**config.mk**
```make
export PLATFORM = sky130hd
export DESIGN_NAME = time_set_controller_flat
export DESIGN_NICKNAME = d
export VERILOG_FILES = /design/src/rtl/time_set_controller_pkg.sv /design/src/rtl/time_set_controller_if.sv /design/src/rtl/time_set_controller_rising_edge_pulse.sv /design/src/rtl/time_set_controller.sv /design/src/flat_wrapper.sv
export SDC_FILE = /design/constraint.sdc
export NUM_CORES = 1
export LEC_CHECK = 0
export CAP_MARGIN = 10
export CELL_PAD_IN_SITES_DETAIL_PLACEMENT = 0
export CELL_PAD_IN_SITES_GLOBAL_PLACEMENT = 1
export CORE_MARGIN = 1.5
export CORE_UTILIZATION = 39
export CTS_BUF_LIST = sky130_fd_sc_hd__clkbuf_16
export CTS_CLUSTER_SIZE = 12
export DETAILED_ROUTE_END_ITERATION = 7
export MAX_ROUTING_LAYER = met4
export PLACE_DENSITY_LB_ADDON = 0.08
export SYNTH_ARGS = -nofsm -noshare
export SYNTH_HDL_FRONTEND = slang
export SYNTH_SLANG_ARGS = --single-unit
```
**constraint.sdc**
```tcl
create_clock -name clock -period 2.6 [get_ports clock]
set_input_delay 0.39 -clock clock [delete_from_list [all_inputs] [get_ports clock]]
set_output_delay 0.39 -clock clock [all_outputs]
set_load 0.005 [all_outputs]
```
**src/rtl/time_set_controller_pkg.sv**
```systemverilog
// time_set_controller_pkg: shared state encodings, field widths and wrap helper
package time_set_controller_pkg;

    localparam int MODE_W = 2;
    localparam int HOUR_W = 5;
    localparam int MIN_W  = 6;
    localparam int SEC_W  = 6;

    typedef enum logic [MODE_W-1:0] {
        ST_STOPPED = 2'b00,
        ST_SET_H   = 2'b01,
        ST_SET_M   = 2'b10,
        ST_RUN     = 2'b11
    } state_t;

    // Compare against the limit before incrementing; values never exceed max.
    function automatic logic [5:0] wrap_inc(input logic [5:0] v, input logic [5:0] max);
        return (v == max) ? 6'd0 : v + 6'd1;
    endfunction

endpackage

```
**src/rtl/time_set_controller_if.sv**
```systemverilog
// time_set_controller_if: button/tick inputs and time/mode/blink outputs
interface time_set_controller_if;
    import time_set_controller_pkg::*;

    logic              db_set;
    logic              db_increment;
    logic              db_start;
    logic              tick_1hz;
    logic [HOUR_W-1:0] hours;
    logic [MIN_W-1:0]  minutes;
    logic [SEC_W-1:0]  seconds;
    logic [MODE_W-1:0] mode;
    logic              blink_h;
    logic              blink_m;

    modport master (
        output db_set, db_increment, db_start, tick_1hz,
        input  hours, minutes, seconds, mode, blink_h, blink_m
    );

    modport slave (
        input  db_set, db_increment, db_start, tick_1hz,
        output hours, minutes, seconds, mode, blink_h, blink_m
    );
endinterface

```
**src/rtl/time_set_controller_rising_edge_pulse.sv**
```systemverilog
// rising_edge_pulse: one-clock pulse per low-to-high transition of a level
module rising_edge_pulse (
    input  logic clock,
    input  logic reset,
    input  logic level,
    output logic pulse
);
    logic level_q;

    // History resets high so a button held through reset needs a fresh press.
    always_ff @(posedge clock or posedge reset) begin
        if (reset) level_q <= 1'b1;
        else       level_q <= level;
    end

    assign pulse = level & ~level_q;
endmodule

```
**src/rtl/time_set_controller.sv**
```systemverilog
// time_set_controller: set-time FSM, cascaded HH:MM:SS counters and blink phase
module time_set_controller
    import time_set_controller_pkg::*;
#(
    parameter logic [HOUR_W-1:0] HOURS_MAX   = 5'd23,
    parameter logic [MIN_W-1:0]  MINUTES_MAX = 6'd59,
    parameter logic [SEC_W-1:0]  SECONDS_MAX = 6'd59
) (
    input  logic                  clock,
    input  logic                  reset,
    time_set_controller_if.slave  bus
);
    state_t            state, state_n;
    logic [HOUR_W-1:0] hours_q, hours_n;
    logic [MIN_W-1:0]  minutes_q, minutes_n;
    logic [SEC_W-1:0]  seconds_q, seconds_n;
    logic              phase_q, phase_n;
    logic              blink_h_q, blink_m_q;
    logic              p_set, p_inc, p_start;

    rising_edge_pulse u_set   (.clock(clock), .reset(reset), .level(bus.db_set),       .pulse(p_set));
    rising_edge_pulse u_inc   (.clock(clock), .reset(reset), .level(bus.db_increment), .pulse(p_inc));
    rising_edge_pulse u_start (.clock(clock), .reset(reset), .level(bus.db_start),     .pulse(p_start));

    // Registered state, time fields, blink phase and blink outputs.
    always_ff @(posedge clock or posedge reset) begin
        if (reset) begin
            state     <= ST_STOPPED;
            hours_q   <= '0;
            minutes_q <= '0;
            seconds_q <= '0;
            phase_q   <= 1'b0;
            blink_h_q <= 1'b0;
            blink_m_q <= 1'b0;
        end else begin
            state     <= state_n;
            hours_q   <= hours_n;
            minutes_q <= minutes_n;
            seconds_q <= seconds_n;
            phase_q   <= phase_n;
            blink_h_q <= (state_n == ST_SET_H) & phase_n;
            blink_m_q <= (state_n == ST_SET_M) & phase_n;
        end
    end

    // Next state and data; start beats set beats increment, ticks only count in RUN.
    always_comb begin
        state_n   = state;
        hours_n   = hours_q;
        minutes_n = minutes_q;
        seconds_n = seconds_q;
        phase_n   = phase_q;
        case (state)
            ST_STOPPED: begin
                if (p_start) state_n = ST_RUN;
                else if (p_set) begin
                    state_n = ST_SET_H;
                    phase_n = 1'b0;
                end
            end
            ST_RUN: begin
                if (p_start) state_n = ST_STOPPED;
                else if (p_set) begin
                    state_n   = ST_SET_H;
                    seconds_n = '0;
                    phase_n   = 1'b0;
                end else if (bus.tick_1hz) begin
                    seconds_n = wrap_inc(seconds_q, SECONDS_MAX);
                    if (seconds_q == SECONDS_MAX) begin
                        minutes_n = wrap_inc(minutes_q, MINUTES_MAX);
                        if (minutes_q == MINUTES_MAX)
                            hours_n = HOUR_W'(wrap_inc({1'b0, hours_q}, {1'b0, HOURS_MAX}));
                    end
                end
            end
            ST_SET_H: begin
                if (p_start) state_n = ST_RUN;
                else if (p_set) begin
                    state_n = ST_SET_M;
                    phase_n = 1'b0;
                end else if (p_inc) begin
                    hours_n = HOUR_W'(wrap_inc({1'b0, hours_q}, {1'b0, HOURS_MAX}));
                    phase_n = 1'b0;
                end else if (bus.tick_1hz) phase_n = ~phase_q;
            end
            default: begin
                if (p_start) state_n = ST_RUN;
                else if (p_set) begin
                    state_n = ST_SET_H;
                    phase_n = 1'b0;
                end else if (p_inc) begin
                    minutes_n = wrap_inc(minutes_q, MINUTES_MAX);
                    phase_n   = 1'b0;
                end else if (bus.tick_1hz) phase_n = ~phase_q;
            end
        endcase
    end

    assign bus.hours   = hours_q;
    assign bus.minutes = minutes_q;
    assign bus.seconds = seconds_q;
    assign bus.mode    = state;
    assign bus.blink_h = blink_h_q;
    assign bus.blink_m = blink_m_q;
endmodule

```
**src/flat_wrapper.sv**
```systemverilog
// flat-port wrapper written by rule: the top's interface ports become plain ports
module time_set_controller_flat import time_set_controller_pkg::*;
#(
    parameter logic [HOUR_W-1:0] HOURS_MAX   = 5'd23,
    parameter logic [MIN_W-1:0]  MINUTES_MAX = 6'd59,
    parameter logic [SEC_W-1:0]  SECONDS_MAX = 6'd59
)
  (clock, reset, bus_db_set, bus_db_increment, bus_db_start, bus_tick_1hz, bus_hours, bus_minutes, bus_seconds, bus_mode, bus_blink_h, bus_blink_m);
  time_set_controller_if bus_i ();
  input  logic clock;
  input  logic reset;
  input wire logic [$bits(bus_i.db_set)-1:0] bus_db_set;
  input wire logic [$bits(bus_i.db_increment)-1:0] bus_db_increment;
  input wire logic [$bits(bus_i.db_start)-1:0] bus_db_start;
  input wire logic [$bits(bus_i.tick_1hz)-1:0] bus_tick_1hz;
  output wire logic [$bits(bus_i.hours)-1:0] bus_hours;
  output wire logic [$bits(bus_i.minutes)-1:0] bus_minutes;
  output wire logic [$bits(bus_i.seconds)-1:0] bus_seconds;
  output wire logic [$bits(bus_i.mode)-1:0] bus_mode;
  output wire logic [$bits(bus_i.blink_h)-1:0] bus_blink_h;
  output wire logic [$bits(bus_i.blink_m)-1:0] bus_blink_m;
  assign bus_i.db_set = bus_db_set;
  assign bus_i.db_increment = bus_db_increment;
  assign bus_i.db_start = bus_db_start;
  assign bus_i.tick_1hz = bus_tick_1hz;
  assign bus_hours = bus_i.hours;
  assign bus_minutes = bus_i.minutes;
  assign bus_seconds = bus_i.seconds;
  assign bus_mode = bus_i.mode;
  assign bus_blink_h = bus_i.blink_h;
  assign bus_blink_m = bus_i.blink_m;
  time_set_controller #(.HOURS_MAX(HOURS_MAX), .MINUTES_MAX(MINUTES_MAX), .SECONDS_MAX(SECONDS_MAX)) u_core (.clock(clock), .reset(reset), .bus(bus_i));
endmodule
```
; Word-level counts from Yosys, hierarchy flattened
; Cells that the tools add are included.
; W data, S select, Z words.
[totals]
reg_bits = 25
in_bits = 6
output_inout_bits = 21
elab_cells = 84
[classes]
add_sub_neg = 3
eq_ne = 15
mux = 35
bitwise_logic = 12
reduce_logical = 9
[op_table]
columns = cell, n
row1 = $mux W6, 11
row2 = $mux W5, 9
row3 = $add A6 B1 Y6 const B, 2
row4 = $eq A6 B6 Y1 const B, 2
row5 = $pmux W6 S2, 1
row6 = $mux W2, 5
row7 = $ne A2 B2 Y1 const B, 5
row8 = $pmux W5 S2, 1
row9 = $reduce_and A9 Y1, 1
row10 = $mux W1, 7
row11 = $not A1 Y1, 7
row12 = $ne A2 B1 Y1 const B, 3
row13 = $reduce_and A6 Y1, 1
row14 = $reduce_bool A2 Y1, 3
row15 = $add A5 B1 Y5 const B, 1
row16 = $and A1 B1 Y1, 5
row17 = $eq A5 B5 Y1 const B, 1
row18 = $eq A2 B1 Y1 const B, 2
row19 = $eq A2 B2 Y1 const B, 2
row20 = $pmux W2 S2, 1
row21 = $reduce_or A2 Y1, 2
row22 = $reduce_and A3 Y1, 1
row23 = $logic_not A2 Y1, 1

; Depth between registers and ports, before layout
[logic_depth]
ltp_word = 8
ltp_mapped = 7

; Hierarchy
; A second synthesis with hierarchy kept.
[hier_totals]
hier_cells = 134
hier_area_um2 = 1401.3
[modules_own_cells]
columns = mod, n_inst, cells_each, area_per_inst_um2, seq_area_each_um2
row1 = time_set_controller, 1, 125, 1270.0, 550.5
row2 = rising_edge_pulse, 3, 3, 43.8, 26.3

; Worst setup path after synthesis
; OpenSTA, ideal clock, no wires.
[synth_path]
path_kind = register -> register
startpoint = reg u_core.state[0], in the netlist u_core.bus.mode[0]
endpoint = reg u_core.minutes_q[2], in the netlist u_core.bus.minutes[2]
t_arrival_ns = 1.749
setup_slack_ns = 0.726
path_stages_with_launch = 7
period_less_slack_ns = 1.874
path_cell_list = dfrtp_1 > ha_1 > nor3b_1 > a31oi_1 > nor4_4 > nand2_2 > mux2_4
[synth_between]
elab_chain_len = 4
elab_cells_between_ends = 10
[synth_lines]
columns = item, line
row1 = from (decl), time_set_controller.sv:13  ; state_t state, state_n;
row2 = from (signal assigned), time_set_controller.sv:36  ; state <= state_n;
row3 = $eq A2 B1 Y1 / $logic_not A2 Y1 (equally long branches), time_set_controller.sv:53  ; case (state)
row4 = $reduce_or A2 Y1 (no source line), --
row5 = $not A1 Y1 (no source line), --
row6 = $reduce_and A6 Y1 (no source line), --
row7 = to (signal assigned), time_set_controller.sv:38  ; minutes_q <= minutes_n;
row8 = to (decl), time_set_controller.sv:15  ; logic [MIN_W-1:0] minutes_q, minutes_n;
; Several ways; a longest one is shown, not always the timed one.
; A chain may end at the register's enable or synchronous reset.

; Final worst setup path
; Ends and elaborated chain as after synthesis.

==> results.md <==
- Yosys warning count: 0
- Mapped Cells: 122
- Clk pwr share: 21.3%
- Number of vias per cell: 5.091
- FP Rows: 20
- Critical Path End Type: flip-flop
- Max-cap violations: 0
- Synth top cells by count: dfrtp_1 (22), nand2_1 (10), nor2_1 (9)
- Final setup violation count: 0
- Post-synth top area share: 41.75%
- Worst vdd ir: 0.0004097 V
- Crit-path slowest cell: nor4_4
- Final Hold Violating Endpoints: 0
- Post-CTS Hold Buffers: 0
- Synth cell types: 40
- Die X: roughly 60 microns
- Status: finished clean
- Setup Skew: 0.002946 ns
- Count leader, synth: dfrtp_1
- CP startpoint kind: flip-flop
- Grt ovf: 0
- Largest net degree at the start of global routing: 26
- Max-slew headroom: 67.64%
- M1 wire length: 1328 microns
- CP max FO: 8
- Die Span Y: 61.15 microns
- Max H-tree Level: 1
- Seq/Total Area, Yosys: 47.72%
- ANT nets after route: 0
- CTS max path bufs: 2
- Area of the core: 3128 sq um
- Max Clk Rate: 491.4 MHz
- NumNets Final: 166
- Reg-to-Reg End: u_core.bus.minutes[2]
- CTS tree: yes
- Residual DRC: 0
- R2r startpoint: u_core.bus.mode[0]
- Sw Ratio: 32.91%
- Detail Placement HPWL: 1867 microns
- Area after DPL: 1642 sq um
- IO buf count: 26
- Number of synthesized flops with an enable pin: 0
- Critical Path Max Stage Delay: between 0.4 and 0.5 ns
- Area grow syn2layout: 30.46%
- Mapped Area: 1319 sq um
- Avg Cell Area, Syn: roughly 11 sq um
- CP required: 2.75 ns
- Power density over the cells: 931.7 nW/um^2
- DR WL/cell: 12.92 microns
- Postcts setup bufs: 0
- Arr. time, crit path: 2.18 ns
- Top Layer Used: met4
- Leak: approximately 0.00075 uW
- Fin crit share: 78.27%
- Top_reg_cell synth: dfrtp_1
- Worst slew pin tran: 0.4818 ns
- Setup TNS: 0 ns
- Gpl congestion: between 0.7 and 0.8
- Via count: 1,003
- Power, Total: 1603 uW
- Net Count, Synth: 134
- First-pass GRT wire length: 4229 microns
- Async S/R FF share, synth: 100.0%
- Vias in the first global route: 929
- Die Footprint: between 3000 and 4000 sq um
- Proportion of layout cells with a drive suffix above 1: 11.76%
- Initial drt markers: 38
- RSZ-0062 raised after global routing: no
- Num CTS Buffers: 3
- Min Clock Period, post-route: 2.035 ns
- CTS Sinks: 25
- Internal: 1076 uW
- Reg2reg setup slack: 0.56 ns
- CTS root buf: clkbuf_16
- Design area: approximately 1700 sq um
- Combinational power share: about two fifths
- Final Util: 55.00%
- Worst r2r path cells: 6
- Synth top area cells: dfrtp_1 (42%), dfstp_2 (6.0%), ha_1 (5.7%)
- Sequential power share: approximately two fifths
- Routed met2 length: between 1000 and 1500 microns
- Initial antenna violation count: 0
- I/O Pins: 27
- Post-Route WL: 2546 microns
- Slew Limit Fails: 0
- Post-cts resize count: 0
- Psw: 527.5 uW
- Tightest Hold Check Type: input port to async pin
- Cell taking the most area after synthesis: dfrtp_1
- Critical Path, Cell by Cell: ha_1 -> nor3b_1 -> a31oi_1 -> nor4_4 -> nand2_2 -> mux2_4
- Routed met3 length: approximately 100 microns
- Initial DRT Pass Iterations: 4
- Worst skew pair latency: ~0.26 ns
- Setup CP Type: flip-flop to flip-flop
- Initial Util: 42.16%
- GRT Overall Usage: ~16%
- Clk pin slew, worst setup/hold paths: 0.06 ns
- Ant. Diodes: 0
- Seq cells post-synth: 25
[placed cells by master (no fill, tap or decap), types with 2 or more instances in the layout]
cell / n
nor3b_1: 2
a21oi_1: 4
mux2_4: 2
clkbuf_16: 3
xnor2_1: 3
dfstp_2: 3
nand2_1: 10
dfrtp_1: 22
xor2_1: 2
nand4_1: 2
clkdlybuf4s50_1: 26
nor3_1: 2
nor2b_1: 4
nand2b_1: 2
mux2_2: 3
nor2_1: 9
o21ai_0: 5
ha_1: 6
nand3_1: 6
nand3b_1: 2
and3_1: 4
mux2i_1: 3
and3b_1: 2
inv_1: 7
[through the flow]
| stage | std cells | setup WS [ns] | hold slack, ns |
|---|---|---|---|
| global route | 197 | 0.3741 | 0.5397 |
| floorplan | 122 | 0.7263 | 0.3945 |
| detailed placement | 193 | 0.3355 | 0.5190 |
| finish | 197 | 0.5649 | 0.4783 |
| global placement | 193 | 0.4030 | 0.5090 |
| CTS | 197 | 0.5335 | 0.4995 |
[worst max-delay path by stage]
stage / from / endpoint / slack (ns) / cells past startpoint
global placement: bus_db_start / u_core.bus.minutes[2] / 0.40 / 6
floorplan: u_core.bus.mode[0] / u_core.bus.minutes[2] / 0.73 / 6
CTS: u_core.bus.mode[0] / u_core.bus.minutes[2] / 0.53 / 6
finish: u_core.bus.mode[0] / u_core.bus.minutes[2] / 0.56 / 6
global route: u_core.bus.mode[0] / u_core.bus.minutes[2] / 0.37 / 6
detailed placement: bus_db_start / u_core.bus.minutes[2] / 0.34 / 6
[cells by family after synthesis]
group | synth area share (%)
AND/OR/NAND/NOR | 23.15
flip-flops | 47.72
AO/OA/AOI/OAI | 11.29
multiplexers | 7.116
buffers and inverters | 1.708
adder cells (fa/ha/maj) | 5.692
XOR/XNOR | 3.321
[power groups by stage]
stage	Combinational [uW]	Clock, uW	Sequential, uW
3_3_place_gp	641	0	622
3_5_place_dp	651	0	628
4_1_cts	654	353	622
2_1_floorplan	358	0	618
5_1_grt	721	363	647
6_report	643	341	620
[state kept, by name, indices dropped and copies added, names as in the netlist]
name and flops:
u_core.bus.blink_h 1, u_core.bus.blink_m 1, u_core.bus.hours 5, u_core.bus.minutes 6, u_core.bus.mode 2, u_core.bus.seconds 6, u_core.phase_q 1, u_core.u_inc.level_q 1
u_core.u_set.level_q 1, u_core.u_start.level_q 1
[per-layer routing]
| metal | global-route usage [%] | vias to the layer above |
|---|---|---|
| li1 | - | 499 |
| met1 | 23.91 | 480 |
| met2 | 20.67 | 19 |
| met3 | 3.361 | 5 |
| met4 | 4.658 | 0 |
| met5 | - | - |
[cell type report]
type	instances	area [sq um]
timing repair buffer	27	267.8
tap	44	55.05
fill	303	1408
multi-input combinational	91	666.9
clock inverter	1	3.754
clock buffer	3	75.07
inverter	6	22.52
sequential	25	629.4
[worst max-delay path, delay by kind of cell (launching register included)]
family | cells | cell delay (ns)
DFF | 1 | 0.41
muxes | 1 | 0.31
adders and majority gates | 1 | 0.31
and+or+nand+nor | 3 | 0.80
AOI/OAI and AO/OA | 1 | 0.09
No activity file was read; power rests on OpenSTA's default activity.
